## src/rtl/seq_alu.sv

```systemverilog
// -----------------------------------------------------------------------------
// seq_alu -- multi-cycle ALU: single-cycle simple ops plus iterative unsigned
// multiply (shift-add) and divide (restoring) behind a start/busy/done handshake.
//
// Optional feature macro: SEQ_ALU_DIV_EN
//   defined   : DIV state and divider datapath are built; op 111 = divu.
//   undefined : no divider; op 111 completes like a simple op with zero results.
//
// Parameters
//   WIDTH        operand/result width (power of two, >= 4)
//
// Ports
//   clk_i        clock, rising edge
//   rst_n_i      synchronous active-low reset
//   start_i      request, accepted only while busy_o = 0
//   op_i[2:0]    000 add, 001 sub, 010 and, 011 or, 100 srl, 101 sra,
//                110 mulu, 111 divu
//   a_i, b_i     operands, captured on acceptance
//   busy_o       iterative op in progress
//   done_o       one-cycle pulse; results valid from this cycle on
//   result_o     ALU value, product low half, or quotient
//   result_hi_o  product high half or remainder; 0 for simple ops
//   zero_o       registered (result_o == 0), updated with done_o
// -----------------------------------------------------------------------------
module seq_alu #(
    parameter int WIDTH = 32
) (
    input  logic             clk_i,
    input  logic             rst_n_i,
    input  logic             start_i,
    input  logic [2:0]       op_i,
    input  logic [WIDTH-1:0] a_i,
    input  logic [WIDTH-1:0] b_i,
    output logic             busy_o,
    output logic             done_o,
    output logic [WIDTH-1:0] result_o,
    output logic [WIDTH-1:0] result_hi_o,
    output logic             zero_o
);

    localparam int SHW = $clog2(WIDTH);
    localparam int CW  = SHW + 1;
    localparam logic [CW-1:0] CNT_END = CW'(WIDTH);

    localparam logic [1:0] S_IDLE = 2'd0;
    localparam logic [1:0] S_MUL  = 2'd1;
`ifdef SEQ_ALU_DIV_EN
    localparam logic [1:0] S_DIV  = 2'd2;
`endif

    localparam logic [2:0] OP_ADD = 3'b000;
    localparam logic [2:0] OP_SUB = 3'b001;
    localparam logic [2:0] OP_AND = 3'b010;
    localparam logic [2:0] OP_OR  = 3'b011;
    localparam logic [2:0] OP_SRL = 3'b100;
    localparam logic [2:0] OP_SRA = 3'b101;
    localparam logic [2:0] OP_MUL = 3'b110;
`ifdef SEQ_ALU_DIV_EN
    localparam logic [2:0] OP_DIV = 3'b111;
`endif

    logic [1:0]       state_q,  state_d;
    logic [CW-1:0]    cnt_q,    cnt_d;
    // opnd_q holds the multiplicand (mul) or the divisor (div).
    logic [WIDTH-1:0] opnd_q,   opnd_d;
    // hi_q/lo_q form the double-width working register:
    //   mul: partial product high / remaining multiplier bits + product low
    //   div: partial remainder   / remaining dividend bits  + quotient
    logic [WIDTH-1:0] hi_q,     hi_d;
    logic [WIDTH-1:0] lo_q,     lo_d;
    logic [WIDTH-1:0] res_q,    res_d;
    logic [WIDTH-1:0] res_hi_q, res_hi_d;
    logic             zero_q,   zero_d;
    logic             done_q,   done_d;

    // ---------------------------------------------------------------- simple ops
    // Shift amount is the full b value: any bit at or above SHW means the
    // shift goes past the operand width.
    logic             shift_big;
    logic [SHW-1:0]   shamt;
    logic [WIDTH-1:0] simple_res;

    assign shift_big = |b_i[WIDTH-1:SHW];
    assign shamt     = b_i[SHW-1:0];

    always_comb begin
        simple_res = '0;
        case (op_i)
            OP_ADD: simple_res = a_i + b_i;
            OP_SUB: simple_res = a_i - b_i;
            OP_AND: simple_res = a_i & b_i;
            OP_OR:  simple_res = a_i | b_i;
            OP_SRL: simple_res = shift_big ? '0 : (a_i >> shamt);
            OP_SRA: simple_res = shift_big ? {WIDTH{a_i[WIDTH-1]}}
                                           : WIDTH'($signed(a_i) >>> shamt);
            default: simple_res = '0;
        endcase
    end

    // ---------------------------------------------------------------- mul step
    // Add the multiplicand into the high half when the current multiplier LSB
    // is set, then shift the whole {carry, hi, lo} right by one. The product
    // low bits enter lo from the top as the multiplier bits leave the bottom.
    logic [WIDTH:0]   mul_sum;
    logic [WIDTH-1:0] mul_hi_n;
    logic [WIDTH-1:0] mul_lo_n;

    assign mul_sum  = {1'b0, hi_q} + {1'b0, (lo_q[0] ? opnd_q : '0)};
    assign mul_hi_n = mul_sum[WIDTH:1];
    assign mul_lo_n = {mul_sum[0], lo_q[WIDTH-1:1]};

`ifdef SEQ_ALU_DIV_EN
    // ---------------------------------------------------------------- div step
    // Shift the next dividend bit into the partial remainder; subtract the
    // divisor when it fits and shift the resulting quotient bit into lo.
    // With a zero divisor the compare always succeeds, so the quotient comes
    // out all ones and the remainder ends up equal to the dividend.
    logic [WIDTH:0]   div_r;
    logic             div_ge;
    logic [WIDTH-1:0] div_hi_n;
    logic [WIDTH-1:0] div_lo_n;

    assign div_r    = {hi_q, lo_q[WIDTH-1]};
    assign div_ge   = (div_r >= {1'b0, opnd_q});
    // The true difference is below the divisor, so the low WIDTH bits suffice.
    assign div_hi_n = div_ge ? (div_r[WIDTH-1:0] - opnd_q) : div_r[WIDTH-1:0];
    assign div_lo_n = {lo_q[WIDTH-2:0], div_ge};
`endif

    logic [CW-1:0] cnt_n;
    logic          cnt_last;

    assign cnt_n    = cnt_q + 1'b1;
    assign cnt_last = (cnt_n == CNT_END);

    // ---------------------------------------------------------------- next state
    always_comb begin
        state_d  = state_q;
        cnt_d    = cnt_q;
        opnd_d   = opnd_q;
        hi_d     = hi_q;
        lo_d     = lo_q;
        res_d    = res_q;
        res_hi_d = res_hi_q;
        zero_d   = zero_q;
        done_d   = 1'b0;

        case (state_q)
            S_IDLE: begin
                if (start_i) begin
                    case (op_i)
                        OP_MUL: begin
                            opnd_d  = a_i;
                            lo_d    = b_i;
                            hi_d    = '0;
                            cnt_d   = '0;
                            state_d = S_MUL;
                        end
`ifdef SEQ_ALU_DIV_EN
                        OP_DIV: begin
                            opnd_d  = b_i;
                            lo_d    = a_i;
                            hi_d    = '0;
                            cnt_d   = '0;
                            state_d = S_DIV;
                        end
`endif
                        default: begin
                            // Includes op 111 when the divider is not built:
                            // simple_res is zero for it.
                            res_d    = simple_res;
                            res_hi_d = '0;
                            zero_d   = (simple_res == '0);
                            done_d   = 1'b1;
                        end
                    endcase
                end
            end

            S_MUL: begin
                hi_d  = mul_hi_n;
                lo_d  = mul_lo_n;
                cnt_d = cnt_n;
                if (cnt_last) begin
                    res_d    = mul_lo_n;
                    res_hi_d = mul_hi_n;
                    zero_d   = (mul_lo_n == '0);
                    done_d   = 1'b1;
                    state_d  = S_IDLE;
                end
            end

`ifdef SEQ_ALU_DIV_EN
            S_DIV: begin
                hi_d  = div_hi_n;
                lo_d  = div_lo_n;
                cnt_d = cnt_n;
                if (cnt_last) begin
                    res_d    = div_lo_n;
                    res_hi_d = div_hi_n;
                    zero_d   = (div_lo_n == '0);
                    done_d   = 1'b1;
                    state_d  = S_IDLE;
                end
            end
`endif

            default: state_d = S_IDLE;
        endcase
    end

    // ---------------------------------------------------------------- registers
    always_ff @(posedge clk_i) begin
        if (!rst_n_i) begin
            state_q  <= S_IDLE;
            cnt_q    <= '0;
            opnd_q   <= '0;
            hi_q     <= '0;
            lo_q     <= '0;
            res_q    <= '0;
            res_hi_q <= '0;
            zero_q   <= 1'b1;
            done_q   <= 1'b0;
        end else begin
            state_q  <= state_d;
            cnt_q    <= cnt_d;
            opnd_q   <= opnd_d;
            hi_q     <= hi_d;
            lo_q     <= lo_d;
            res_q    <= res_d;
            res_hi_q <= res_hi_d;
            zero_q   <= zero_d;
            done_q   <= done_d;
        end
    end

    assign busy_o      = (state_q != S_IDLE);
    assign done_o      = done_q;
    assign result_o    = res_q;
    assign result_hi_o = res_hi_q;
    assign zero_o      = zero_q;

endmodule

```

## config.mk

```make
export PLATFORM = sky130hd
export DESIGN_NAME = seq_alu
export DESIGN_NICKNAME = d
export VERILOG_FILES = /design/src/rtl/seq_alu.sv
export SDC_FILE = /design/constraint.sdc
export NUM_CORES = 1
export LEC_CHECK = 0
export ABC_AREA = 1
export BUFFER_PORTS_ARGS = -buffer_cell sky130_fd_sc_hd__buf_2
export CAP_MARGIN = 20
export CORE_MARGIN = 2
export CORE_UTILIZATION = 27
export DETAILED_ROUTE_END_ITERATION = 12
export GPL_ROUTABILITY_DRIVEN = 0
export PLACE_DENSITY = 0.48
export SLEW_MARGIN = 20
export SYNTH_ARGS = -nofsm -noshare
export SYNTH_HDL_FRONTEND = slang
export SYNTH_SLANG_ARGS = --single-unit
```

## constraint.sdc

```tcl
create_clock -name clk_i -period 4.05 [get_ports clk_i]
set_input_delay 0.6075 -clock clk_i [delete_from_list [all_inputs] [get_ports clk_i]]
set_output_delay 0.6075 -clock clk_i [all_outputs]
set_load 0.01 [all_outputs]
```

### Yosys cells after proc, flatten, opt, wreduce, memory -nomap -nowiden

Index checks and enable logic that the tools add are counted.
W data, S select, Z words.

| cells by class | value |
|---|---|
| add/subtract/negate cells | 4 |
| reductions and logical operators | 11 |
| shift-type cells | 2 |
| muxes and demuxes | 33 |
| equal/unequal tests | 12 |
| bitwise gates (word level) | 2 |

Operators by type and width:

| kind | number |
|---|---|
| $mux W32 | 13 |
| $pmux W32 S2 | 4 |
| $pmux W32 S6 | 1 |
| $logic_not A32 Y1 | 2 |
| $add A32 B32 Y33 | 1 |
| $add A32 B32 Y32 | 1 |
| $and A32 B32 Y32 | 1 |
| $or A32 B32 Y32 | 1 |
| $shr A32 B5 Y32 | 1 |
| $sshr A32 B5 Y32 | 1 |
| $sub A32 B32 Y32 | 1 |
| $reduce_or A27 Y1 | 1 |
| $mux W6 | 2 |
| $pmux W6 S2 | 1 |
| $eq A3 B3 Y1 const B | 3 |
| $reduce_and A3 Y1 | 3 |
| $add A6 B1 Y6 const B | 1 |
| $eq A3 B2 Y1 const B | 2 |
| $eq A6 B6 Y1 const B | 1 |
| $mux W1 | 6 |
| $mux W2 | 3 |
| $ne A2 B2 Y1 const B | 3 |
| $pmux W1 S2 | 2 |
| $pmux W2 S2 | 1 |
| other kinds (7) | 8 |

| storage, ports and cells | value |
|---|---|
| logic and storage cells | 73 |
| bits of input ports | 70 |
| bits in registers | 170 |
| output and inout port bits | 67 |

### Longest topological paths before layout

Gate-level depths: netlist of run 1.

| logic depth | value |
|---|---|
| depth in word-level cells | 7 |
| depth in mapped cells | 38 |
| gate-level depth less buffers | 36 |

### Worst setup path before layout of run 1

OpenSTA, ideal clock, no wires.

| timing | value |
|---|---|
| path type | in2reg |
| from | in b_i[0] |
| to | reg zero_q, in the netlist zero_o |
| setup slack | -0.043 ns |
| stages on the path | 34 |
| buffers on the path | 2 |
| data arrival time | 4.035 ns |
| library setup time | 0.058 ns |
| data required time | 3.992 ns |
| cell sequence | buf_4 > inv_2 > buf_2 > ha_1 > inv_1 > nor3_2 > nand3_1 > nor2_1 > nand2_1 > nor3_2 > nand2_1 > inv_1 > nand4_1 > nand2_1 > o21ai_1 > a21oi_1 > o21ai_0 > xor2_1 > ha_1 > nand2_1 > nor3_1 > and2_1 > nand2_1 > nand2_1 > nand2_1 > nand3_1 > nand4_1 > nor2_1 > nand2_1 > nor2_1 > nand3_1 > nand2_1 > nand2_1 > nand2_1 |

| between the ends | value |
|---|---|
| word-level cells in the longest chain between the ends | 7 |
| elaborated cells on any way between the ends | 13 |
| classes of those cells | add/sub (2); shift (2); mux (6); bitwise (2); reduce/logical (1) |

RTL lines:

| what | RTL line | RTL |
|---|---|---|
| start, declared | 33 | `input logic [WIDTH-1:0] b_i,` |
| parallel branches: the longest is 2 deep, another holds $sub A32 B32 Y32 | -- |  |
| $pmux W32 S6 * | 88 | `case (op_i)` |
| $logic_not A32 Y1 * | 173 | `zero_d = (simple_res == '0);` |
| $mux W1 * | 151 | `case (op_i)` |
| $mux W1 * | 150 | `if (start_i) begin` |
| $pmux W1 S2 * | 148 | `case (state_q)` |
| end signal, assigned | 232 | `zero_q <= zero_d;` |
| end, declared | 73 | `logic zero_q, zero_d;` |

Every way passes the cells marked *. The select of a mux whose other input is x is not followed.
A chain may end at the register's enable or synchronous reset.

### Worst setup path in the final report of run 1

| timing | value |
|---|---|
| from | in b_i[1] |
| to | reg res_q[28], in the netlist result_o[28] |

| between the ends | value |
|---|---|
| word-level cells in the longest chain between the ends | 6 |
| elaborated cells on any way between the ends | 10 |
| classes of those cells | add/sub (2); shift (2); mux (6) |

RTL lines:

| what | RTL line | RTL |
|---|---|---|
| parallel branches: the longest is 2 deep, another holds $sub A32 B32 Y32 | -- |  |
| $pmux W32 S6 * | 88 |  |
| $mux W32 * | 151 |  |
| $mux W32 * | 150 |  |
| $pmux W32 S2 * | 148 |  |
| end signal, assigned | 230 | `res_q <= res_d;` |
| end, declared | 71 | `logic [WIDTH-1:0] res_q, res_d;` |

Marks and branches as above.

==> results of run 1 <==
## tightest hold or removal path, delay by kind of cell, from the launching register on
family | cells | cell delay (ps)
flip-flops | 1 | 320
AND/OR/NAND/NOR | 1 | 60
AO/OA/AOI/OAI | 1 | 50
## kinds of logic (layout without fill, tap and decap cells)
family / after synthesis / count (layout) / share of synthesized area [%]
buf+inv: 406 / 642 / 11.0
fa+ha+maj: 70 / 70 / 5.98
compound gates: 517 / 517 / 18.7
other cells: 0 / 1 / 0
flops: 169 / 169 / 22.8
simple gates: 1416 / 1416 / 39.6
xor+xnor: 33 / 33 / 1.95
## final timing paths
kind,end,slack [ps],cells after the start
hold / removal,cnt_q[4],470,2
setup reg to reg,hi_q[29],790,17
setup / recovery,result_o[28],7,31
hold reg to reg,cnt_q[4],470,2
## Yosys cell counts, types with 3 or more instances
cell                       count
sky130_fd_sc_hd__o21a_1        5
sky130_fd_sc_hd__buf_4         4
sky130_fd_sc_hd__o211ai_1      7
sky130_fd_sc_hd__a211oi_1      5
sky130_fd_sc_hd__o21ai_0     206
sky130_fd_sc_hd__o21bai_1      5
sky130_fd_sc_hd__buf_2        30
sky130_fd_sc_hd__xor2_1       31
sky130_fd_sc_hd__nor2_4        4
sky130_fd_sc_hd__dfxtp_1     169
sky130_fd_sc_hd__buf_6         8
sky130_fd_sc_hd__nand4_1      27
sky130_fd_sc_hd__nor3_1       19
sky130_fd_sc_hd__nand2_2       4
sky130_fd_sc_hd__a31oi_1      67
sky130_fd_sc_hd__o21ai_1      11
sky130_fd_sc_hd__nor2_1      248
sky130_fd_sc_hd__nand3b_1      3
sky130_fd_sc_hd__a21o_1        3
sky130_fd_sc_hd__clkbuf_1     59
sky130_fd_sc_hd__nand3_1     230
sky130_fd_sc_hd__or2_2        15
sky130_fd_sc_hd__ha_1         67
sky130_fd_sc_hd__o31ai_1       3
sky130_fd_sc_hd__inv_2        10
sky130_fd_sc_hd__a21oi_1     195
sky130_fd_sc_hd__a21boi_0      3
sky130_fd_sc_hd__nor4_1       10
sky130_fd_sc_hd__inv_1       281
sky130_fd_sc_hd__nand2_1     842
sky130_fd_sc_hd__clkinv_1      4
sky130_fd_sc_hd__buf_1         9
sky130_fd_sc_hd__nor2_2        4
## registers in the layout, indices dropped and copies added (netlist names)
signal,cells
hi_q,32
zero_o,1
result_o,32
done_o,1
cnt_q,6
opnd_q,32
lo_q,32
state_q,1
result_hi_o,32
## layout make-up
cell class                      count  area share [%]
Antenna cell                        1          0.0137
Clock buffer                       18            2.35
Clock inverter                     14            1.14
Inverter                          295            6.09
Multi-Input combinational cell   2036            55.7
Sequential cell                   169            18.5
Tap cell                          696            4.77
Timing Repair Buffer              315            11.4
## power groups by stage
| stage | clock [uW] | sequential (uW) | combinational (uW) |
|---|---|---|---|
| after floorplan | 0 | 1820 | 892 |
| after global placement | 0 | 1810 | 1610 |
| after detailed placement | 0 | 1810 | 1620 |
| after CTS | 1840 | 1770 | 1630 |
| after global routing | 1910 | 1780 | 1890 |
| final | 1800 | 1770 | 1740 |
## layer usage
metal	up-vias	global-route usage, %
met3	139	2.36
met1	8216	32.6
met2	763	33.8
met4	4	10.1
met5	-	0
li1	8974	-
## timing repair
action / 4_1_cts / 5_1_grt
pin swaps: 7 / 28
buffers inserted: 0 / 10
gates cloned: 0 / 0
resized for setup: 15 / 91
setup endpoints to repair: 4 / 16
## metrics by stage
stage | total power (uW) | cell area (um^2) | util (%)
5_1_grt | 5580 | 18300 | 33.7
2_1_floorplan | 2710 | 14900 | -
3_3_place_gp | 3430 | 17200 | 31.8
6_report | 5310 | 18300 | 33.8
4_1_cts | 5240 | 17900 | 33.0
3_5_place_dp | 3430 | 17200 | 31.8
==> results.md, run 1 <==
* Post-synthesis to final-layout area growth at 23.1%
* Path type of the worst setup path: in2reg
* Worst-case clock buffer depth at 2
* Critical path's top delay family: simple AND/OR/NAND/NOR gates
* Status: finished, final reports clean
* Post-route setup TNS at 0 ps
* Top FF cell, synth: sky130_fd_sc_hd__dfxtp_1
* Critical Path Slowest Stage Cell: sky130_fd_sc_hd__ha_1
* Slew at the pin closest to its max-slew limit at between 800 and 900 ps
* Number of storage elements in the synthesis netlist at about 170
* Longest individual stage delay on the worst path at ~320 ps
* H-tree levels at 4
* Global-route wire length before repair at about 98 mm
* DP Cell Count at 3502
* Post-CTS Hold Buffers at 0
* Count of flip-flops with a built-in enable after synthesis at 0
* Worst max-slew margin expressed relative to the limit at about two fifths
* Summed instance area of the synthesized netlist at 0.0148 mm^2
* Vias per std cell at about 5.1
* Clock Root Buffer: sky130_fd_sc_hd__clkbuf_16
* Logic gate share of total power at about a third
* Sw Share at between 30% and 40%
* Floorplan die width at 238 um
* Average cell area after synthesis at around 5.7 um^2
* Number of standard cells after synthesis at around 2600
* TritonCTS sink count at approximately 170
* GRT Overall Usage at 22.6%
* Largest net degree at the start of global routing at 69
* Initial antenna violation count at 2
* Clock share of power at 33.9%
* Power density over cell area at between 200 and 300 mW/mm^2
* WL met1 at just over 30 mm
* Max-Cap Viols at 0
* Critical R2R Launch: lo_q[0]
* Number of filler cells placed in the layout at around 6000
* Worst Skew at 10.4 ps
* Die footprint at about 0.057 mm^2
* Max frequency at between 200 and 250 MHz
* Count of warnings emitted by yosys at 0
* Number of nets with antenna violations after detailed routing at 0
* Buffering stage count on the worst path with inverters included at 10
* Number of remaining DRC errors at 0
* Remaining global-route overflow at 0
* Site row count at between 80 and 90
* Clock Latency Late Sink at between 400 and 500 ps
* Startpoint of the lowest-slack hold path: cnt_q[4]
* P_sw at approximately 1900 uW
* Wire length per cell after detailed routing at about 19 um
* Top Metal Used: met5
* Metal3 WL at between 4 and 5 mm
* TritonCTS clock tree: built
* Static leakage at 0.00929 uW
* TritonRoute pass-1 iters at 6
* Number of pins with negative max-slew slack in the final report at 0
* CP Data Required Time at 4350 ps
* Final period utilization at between 90% and 100%
* VDD IR max at 0.220 mV
* Proportion of netlist area held by the largest area contributor at 22.8%
* Die height at 238 um
* Vias in the first global route at between 15000 and 20000
* Met2 wire len at 27.7 mm
* Hold_ws at 470 ps
* Dominant cell type by count on the critical path: sky130_fd_sc_hd__buf_6
* Unrepaired setup endpoints after global routing: true
* Largest fanout on the critical path at 4
* Register Area at between 0.003 and 0.004 mm^2
* Final Hold Fails at 0
* Sum of net half-perimeters after detailed placement at approximately 53 mm
* Commonest non-fill, non-tap cell in the layout: sky130_fd_sc_hd__nand2_1
* Port buffer count at 136
* Placeable core region at approximately 0.054 mm^2
* Setup ws final at slightly above 7 ps
* Filler-free cell count of the finished design at around 3500
* I/O pin count at 137
* Count of distinct cell types in the synthesized netlist at 49
* Yosys top cell by area: sky130_fd_sc_hd__dfxtp_1
* Arrival time worst endpoint at ~4400 ps
* Category of the worst setup path capture point: register
* Synthesized Nets at between 2000 and 3000
* DRC violation total after the first TritonRoute iteration at around 1900
* Effective utilization at floorplan at between 20% and 30%
* Sequential fraction of the synthesis area at 22.8%
* Net count reported at finish at between 2000 and 3000
* Internal cell power at ~3400 uW
* Number of buffers created by CTS at 17
* Layout cell share with drive strength beyond 1 at 16.7%
* Most frequent cells in the layout: sky130_fd_sc_hd__nand2_1 (820), sky130_fd_sc_hd__inv_1 (277), sky130_fd_sc_hd__nand3_1 (226), sky130_fd_sc_hd__nor2_1 (222), sky130_fd_sc_hd__o21ai_0 (200)
* Worst setup path startpoint: b_i[1]
* Pre-CTS setup slack at -584 ps
* Multi-input gate area in the final layout at roughly 0.010 mm^2
* DRT Wirelength at around 66 mm
* Setup violators final at 0
* Post-layout min period at a little over 4000 ps
* Sequential Power Share at roughly 33%
* Clock slew at the register clock pins of the worst setup and hold paths at about 70 ps
* Number of vias after detailed routing at approximately 18000
* Share of synthesized flip-flops with an asynchronous set or reset at 0%
* Category of the worst setup path launch point: input pin
* Dominant cells by area after synthesis: sky130_fd_sc_hd__dfxtp_1 (23%), sky130_fd_sc_hd__nand2_1 (21%), sky130_fd_sc_hd__nand3_1 (7.8%)
* Min-delay worst type: reg2reg
Power figures use the tool's default switching activity.
==> run 2: changes to the inputs <==
- CTS_CLUSTER_DIAMETER: not set -> 30
- RECOVER_POWER: not set -> 50
==> run 2 against run 1 <==
Compared with the run above: combinational power barely moved; largest power group unchanged; clock-buffer cell count unchanged; register-to-register slack hardly changed; sequential share of layout area up 0.11 points; cell area down 0.57%; final cell count barely moved.
==> results.md, run 2 (synthesis gave the netlist of run 1 again) <==
* Status: finished, final reports clean (unchanged)
* Category of the worst setup path launch point: input pin (unchanged)
* Global-route wire length before repair at 98.5 mm (unchanged)
* Path type of the worst setup path: in2reg (unchanged)
* Worst Reg2Reg Path Length in Cells at 17 (unchanged)
* Number of vias after detailed routing at 18100 (about the same)
* Remaining global-route overflow at 0 (unchanged)
* Critical path's top delay family: simple AND/OR/NAND/NOR gates (unchanged)
* I/O pin count at 137 (unchanged)
* TritonCTS clock tree: built (unchanged)
* Placeable core region at 0.0541 mm^2 (unchanged)
* Worst Skew at 10.5 ps (was 10.4 ps)
* Longest individual stage delay on the worst path at 310 ps (was 320 ps)
* Min-delay worst type: reg2reg (unchanged)
* Critical R2R Launch: lo_q[0] (unchanged)
* Initial antenna violation count at 2 (unchanged)
* Category of the worst setup path capture point: register (unchanged)
* Sum of net half-perimeters after detailed placement at 52.6 mm (unchanged)
* Final Hold Fails at 0 (unchanged)
* DRC violation total after the first TritonRoute iteration at 1740 (was 1855)
* Slew at the pin closest to its max-slew limit at 1300 ps (was 880 ps)
* Dominant cell type by count on the critical path: sky130_fd_sc_hd__buf_6 (unchanged)
* Max frequency at 248 MHz (was 247 MHz)
* Filler-free cell count of the finished design at 3543 (was 3544)
* Number of remaining DRC errors at 0 (unchanged)
* Critical Path Slowest Stage Cell: sky130_fd_sc_hd__ha_1 (unchanged)
* Clock Root Buffer: sky130_fd_sc_hd__clkbuf_16 (unchanged)
* GRT Overall Usage at 22.6% (unchanged)
* Worst setup path startpoint: b_i[1] (unchanged)
* Net count reported at finish at 2973 (unchanged)
* Site row count at 85 (unchanged)
* Setup violators final at 0 (unchanged)
* Buffering stage count on the worst path with inverters included at 10 (unchanged)
* Floorplan die width at 238 um (unchanged)
* Clock slew at the register clock pins of the worst setup and hold paths at 70 ps (about the same)
* Wire length per cell after detailed routing at 18.6 um (about the same)
* TritonCTS sink count at 169 (unchanged)
* Arrival time worst endpoint at 4340 ps (was 4350 ps)
* Largest net degree at the start of global routing at 69 (unchanged)
* Number of nets with antenna violations after detailed routing at 0 (unchanged)
* Most frequent cells in the layout: sky130_fd_sc_hd__nand2_1 (820), sky130_fd_sc_hd__inv_1 (278), sky130_fd_sc_hd__nand3_1 (226), sky130_fd_sc_hd__nor2_1 (222), sky130_fd_sc_hd__o21ai_0 (200) (was sky130_fd_sc_hd__nand2_1 (820), sky130_fd_sc_hd__inv_1 (277), sky130_fd_sc_hd__nand3_1 (226), sky130_fd_sc_hd__nor2_1 (222), sky130_fd_sc_hd__o21ai_0 (200))
* Clock Latency Late Sink at 450 ps (about the same)
* Vias in the first global route at 16600 (unchanged)
* Largest fanout on the critical path at 4 (unchanged)
* H-tree levels at 4 (unchanged)
* Final period utilization at 99.6% (was 99.8%)
* Die height at 238 um (unchanged)
* Commonest non-fill, non-tap cell in the layout: sky130_fd_sc_hd__nand2_1 (unchanged)
* Termination of the worst setup path: result_o[28] (unchanged)
* Number of buffers created by CTS at 17 (unchanged)
* DP Cell Count at 3502 (unchanged)
* Post-layout min period at 4030 ps (was 4040 ps)
* Die footprint at 0.0569 mm^2 (unchanged)
* VDD IR max at 0.220 mV (about the same)
* Port buffer count at 136 (unchanged)
* Reg-to-Reg End: hi_q[29] (unchanged)
* Cell area reported after detailed placement at 0.0172 mm^2 (unchanged)
* Unrepaired setup endpoints after global routing: true (unchanged)
* Count of inserted antenna diode cells at 0 (was 1)
* Worst max-slew margin expressed relative to the limit at 13.1% (was 41.3%)
* Setup slack of the most critical reg-to-reg path at 790 ps (about the same)
* Max-Cap Viols at 0 (unchanged)
* Worst-case clock buffer depth at 2 (unchanged)
* Area of all placed cells without fillers at 0.0182 mm^2 (was 0.0183 mm^2)
* Layout cell share with drive strength beyond 1 at 14.3% (was 16.7%)
* Static leakage at 0.00902 uW (was 0.00929 uW)
* TritonRoute pass-1 iters at 8 (was 6)
* Number of pins with negative max-slew slack in the final report at 0 (unchanged)
* Count of cells along the worst hold path at 2 (unchanged)
* Stages on worst setup path at 31 (unchanged)
* CP Data Required Time at 4350 ps (about the same)
* Number of filler cells placed in the layout at 6062 (was 6029)
* Vias per std cell at 5.10 (was 5.11)
* Effective utilization at floorplan at 27.4% (unchanged)
* Post-synthesis to final-layout area growth at 22.4% (was 23.1%)
* DRT Wirelength at 66.0 mm (was 66.1 mm)
* Power density over cell area at 292 mW/mm^2 (was 291 mW/mm^2)
-- run 2: how the worst min path moves through the flow --
stage,startpoint,slack (ps),to
after floorplan,cnt_q[4],440,cnt_q[4]
after global placement,cnt_q[4],450,cnt_q[4]
after detailed placement,cnt_q[4],460,cnt_q[4]
after CTS,cnt_q[4],470,cnt_q[4]
after global routing,cnt_q[4],480,cnt_q[4]
final,cnt_q[4],470,cnt_q[4]
-- run 2: layer usage --
metal / track usage (%) / vias to the layer above / wire length, um
li1: - / 8971 / -
met1: 32.6 / 8217 / 30500
met2: 33.8 / 758 / 27700
met3: 2.36 / 131 / 4810
met4: 10.1 / 4 / 2980
met5: 0 / - / 25
-- run 2: tightest hold or removal path, cell delays in order, from the launching register on --
cell and delay [ps]:
sky130_fd_sc_hd__dfxtp_1 320, sky130_fd_sc_hd__nand2_1 60, sky130_fd_sc_hd__a21oi_1 50
-- run 2: repair_timing --
action | 4_1_cts | 5_1_grt
resized for setup | 15 | 91
endpoints found under the setup margin | 4 | 16
gates cloned | 0 | 0
buffers inserted | 0 | 10
pin swaps | 7 | 28
hold buffers | 0 | 0
-- run 2: final cells by class --
cell class | count | area (um^2) | area share [%]
flip-flops and latches | 169 | 3380 | 18.6
repair buffers | 315 | 1980 | 10.9
clock buffers | 18 | 429 | 2.36
well taps | 696 | 871 | 4.79
inverters | 295 | 1110 | 6.12
multi-input cells | 2036 | 10200 | 56.0
clock inverters | 14 | 209 | 1.15
-- run 2: report_power, final --
group / internal, uW / switching [uW]
clock network: 1050 / 750
logic: 589 / 1140
registers: 1730 / 46.0
-- run 2: stage by stage --
stage | setup WS, ps | utilization, % | TNS (ps) | hold WS [ps] | total power [uW]
after floorplan | 21.9 | - | 0 | 441 | 2710
after global placement | -555 | 31.8 | -4960 | 450 | 3430
after detailed placement | -584 | 31.8 | -5760 | 458 | 3430
after CTS | 21.8 | 33.0 | 0 | 468 | 5240
after global routing | -443 | 33.6 | -1660 | 485 | 5570
final | 15.7 | 33.6 | 0 | 470 | 5300
==> run 3: changes to the inputs <==
- CORE_MARGIN: 2 -> 10
- SETUP_SLACK_MARGIN: not set -> 0.2
==> run 3 against run 2 <==
Compared with the run above: the run now ends with capacitance limit, slew limit, setup timing left; combinational power is 6% higher; setup slack got worse by 180 ps; first-iteration DRC count grew 1.7%; sequential power hardly changed; final cell count grew 0.85%; sequential cell count unchanged; power rose by 0.26%; critical path depth grew 3; fmax decreased by 4.3%; hold slack worse by 2.8 ps; critical path type unchanged; largest cell class unchanged; largest power group is now combinational cells.
==> results.md, run 3 (synthesis gave the netlist of run 1 again) <==
* Logic gate share of total power at 34.3% (was 32.5%)
* Internal cell power at 3350 uW (was 3370 uW)
* Category of the worst setup path launch point: input pin (unchanged)
* Startpoint of the lowest-slack hold path: cnt_q[4] (unchanged)
* Buffering stage count on the worst path with inverters included at 5 (was 10)
* Die height at 254 um (was 238 um)
* Clock Latency Late Sink at 440 ps (was 450 ps)
* Category of the worst setup path capture point: register (unchanged)
* Setup ws final at -165 ps (was 15.7 ps)
* Sum of net half-perimeters after detailed placement at 54.1 mm (was 52.6 mm)
* Static leakage at 0.00923 uW (was 0.00902 uW)
* Vias in the first global route at 17000 (was 16600)
* Min-delay worst type: reg2reg (unchanged)
* Slew at the pin closest to its max-slew limit at 1580 ps (was 1300 ps)
* Power density over cell area at 285 mW/mm^2 (was 292 mW/mm^2)
* Port buffer count at 136 (unchanged)
* Number of remaining DRC errors at 0 (unchanged)
* Met3 track demand over resource in global routing at 2.98% (was 2.36%)
* Commonest non-fill, non-tap cell in the layout: sky130_fd_sc_hd__nand2_1 (unchanged)
* Longest individual stage delay on the worst path at 330 ps (was 310 ps)
* H-tree levels at 4 (unchanged)
* VDD IR max at 0.276 mV (was 0.220 mV)
* Number of buffers created by CTS at 17 (unchanged)
* Number of nets with antenna violations after detailed routing at 0 (unchanged)
* Final Hold Fails at 0 (unchanged)
* TritonRoute pass-1 iters at 6 (was 8)
* Floorplan die width at 254 um (was 238 um)
* Number of vias after detailed routing at 18300 (was 18100)
* Failing checks: capacitance limit, slew limit, setup timing
* Final period utilization at 104% (was 99.6%)
* Routing usage on met2 at 31.4% (was 33.8%)
* Multi-input gate area in the final layout at 0.0104 mm^2 (was 0.0102 mm^2)
* Register Area at 0.00338 mm^2 (unchanged)
* DP Cell Count at 3521 (was 3502)
* Worst setup path startpoint: b_i[1] (unchanged)
* Critical R2R Launch: lo_q[0] (unchanged)
* Worst max-slew margin expressed relative to the limit at -5.12% (was 13.1%)
* Most used routing layer in global routing: met2 (unchanged)
* DRC violation total after the first TritonRoute iteration at 1770 (was 1740)
* Initial antenna violation count at 4 (was 2)
* Clock share of power at 32.4% (was 34.0%)
* Wire length per cell after detailed routing at 19.1 um (was 18.6 um)
* Dominant cell type by count on the critical path: sky130_fd_sc_hd__nand2_1 (was sky130_fd_sc_hd__buf_6)
* CP Data Required Time at 4430 ps (was 4350 ps)
* Worst-case clock buffer depth at 2 (unchanged)
* Clock slew at the register clock pins of the worst setup and hold paths at 60 ps (was 70 ps)
* Remaining global-route overflow at 0 (unchanged)
* Post-layout min period at 4220 ps (was 4030 ps)
* Filler-free cell count of the finished design at 3573 (was 3543)
* Largest fanout on the critical path at 4 (unchanged)
* Net count reported at finish at 3004 (was 2973)
* I/O pin count at 137 (unchanged)
* Sw Share at 36.9% (was 36.4%)
* Critical Path Slowest Stage Cell: sky130_fd_sc_hd__ha_1 (unchanged)
* Max-Cap Viols at 1 (was 0)
* Hold_ws at 467 ps (was 470 ps)
* Critical path's top delay family: simple AND/OR/NAND/NOR gates (unchanged)
* Sequential Power Share at 33.4% (was 33.5%)
* Status: finished with violations (was finished, final reports clean)
* Unrepaired setup endpoints after global routing: true (unchanged)
* Global-route wire length before repair at 102 mm (was 98.5 mm)
* Worst Skew at 12.0 ps (was 10.5 ps)
* Max frequency at 237 MHz (was 248 MHz)
* Number of pins with negative max-slew slack in the final report at 35 (was 0)
* DRT Wirelength at 68.4 mm (was 66.0 mm)
* Arrival time worst endpoint at 4600 ps (was 4340 ps)
* TritonCTS clock tree: built (unchanged)
* Post-synthesis to final-layout area growth at 25.5% (was 22.4%)
* P_sw at 1960 uW (was 1930 uW)
* GRT Overall Usage at 20.5% (was 22.6%)
* Die footprint at 0.0648 mm^2 (was 0.0569 mm^2)
* Most frequent cells in the layout: sky130_fd_sc_hd__nand2_1 (810), sky130_fd_sc_hd__inv_1 (272), sky130_fd_sc_hd__nand3_1 (224), sky130_fd_sc_hd__nor2_1 (220), sky130_fd_sc_hd__buf_4 (196) (was sky130_fd_sc_hd__nand2_1 (820), sky130_fd_sc_hd__inv_1 (278), sky130_fd_sc_hd__nand3_1 (226), sky130_fd_sc_hd__nor2_1 (222), sky130_fd_sc_hd__o21ai_0 (200))
* Post-CTS Hold Buffers at 0 (unchanged)
* Vias per std cell at 5.13 (was 5.10)
* Layout cell share with drive strength beyond 1 at 16.5% (was 14.3%)
* Largest net degree at the start of global routing at 81 (was 69)
* Met1 track utilization from global routing at 28.2% (was 32.6%)
* Number of filler cells placed in the layout at 6121 (was 6062)
* Path type of the worst setup path: in2reg (unchanged)
* Site row count at 85 (unchanged)
* Effective utilization at floorplan at 27.4% (unchanged)
* Placeable core region at 0.0541 mm^2 (unchanged)
* TritonCTS sink count at 169 (unchanged)
* Clock Root Buffer: sky130_fd_sc_hd__clkbuf_16 (unchanged)
* Count of inserted antenna diode cells at 0 (unchanged)
* Setup violators final at 4 (was 0)
## run 3: cell types whose count changed in the layout (fill, tap and decap cells not counted), moves of 4 or more
| cell | before | now |
|---|---|---|
| sky130_fd_sc_hd__inv_2 | 12 | 16 |
| sky130_fd_sc_hd__a21oi_4 | 0 | 5 |
| sky130_fd_sc_hd__nand2_1 | 820 | 810 |
| sky130_fd_sc_hd__nand2_4 | 1 | 8 |
| sky130_fd_sc_hd__buf_4 | 171 | 196 |
| sky130_fd_sc_hd__buf_6 | 7 | 12 |
| sky130_fd_sc_hd__a21oi_1 | 184 | 179 |
| sky130_fd_sc_hd__o21ai_0 | 200 | 195 |
| sky130_fd_sc_hd__inv_1 | 278 | 272 |
## run 3: worst min-delay path: stages (launching register included)
cell,delay [ps]
sky130_fd_sc_hd__dfxtp_1,310
sky130_fd_sc_hd__nand2_1,60
sky130_fd_sc_hd__a21oi_1,50
## run 3: final timing paths
| check | end | slack (ps) | cells after the start |
|---|---|---|---|
| setup / recovery | zero_o | -170 | 34 |
| hold / removal | cnt_q[4] | 470 | 2 |
| setup reg to reg | hi_q[31] | 860 | 17 |
| hold reg to reg | cnt_q[4] | 470 | 2 |
## run 3: per-layer routing
metal,up-vias,wire length (um)
li1,9054,-
met1,8367,30700
met2,782,29200
met3,127,5770
met4,8,2640
met5,-,55
## run 3: repair_timing
action | in CTS | in global routing
buffers inserted | 2 | 19
endpoints found under the setup margin | 14 | 22
pin swaps | 12 | 59
resized for setup | 34 | 140
## run 3: stage by stage
step	instance area [um^2]	util (%)	setup WS [ps]	TNS (ps)	total power, uW
after global placement	17300	32.0	-624	-7400	3460
after floorplan	14900	-	87.4	0	2720
after CTS	18100	33.4	111	0	5220
after global routing	18600	34.4	-413	-2310	5600
after detailed placement	17300	32.0	-625	-7440	3460
final	18600	34.4	-165	-260	5320
## run 3: area by class of cell
cell class | count | area share [%]
clock inverter | 14 | 1.01
tap | 696 | 4.67
clock buffer | 17 | 2.28
inverter | 295 | 6.04
sequential | 169 | 18.2
multi-input combinational | 2036 | 55.8
timing repair buffer | 346 | 12.0
## run 3: power groups by stage
stage / logic, uW / clock network, uW / registers, uW
after floorplan: 896 / 0 / 1820
after global placement: 1650 / 0 / 1810
after detailed placement: 1650 / 0 / 1810
after CTS: 1680 / 1770 / 1770
after global routing: 1990 / 1830 / 1780
final: 1820 / 1720 / 1770
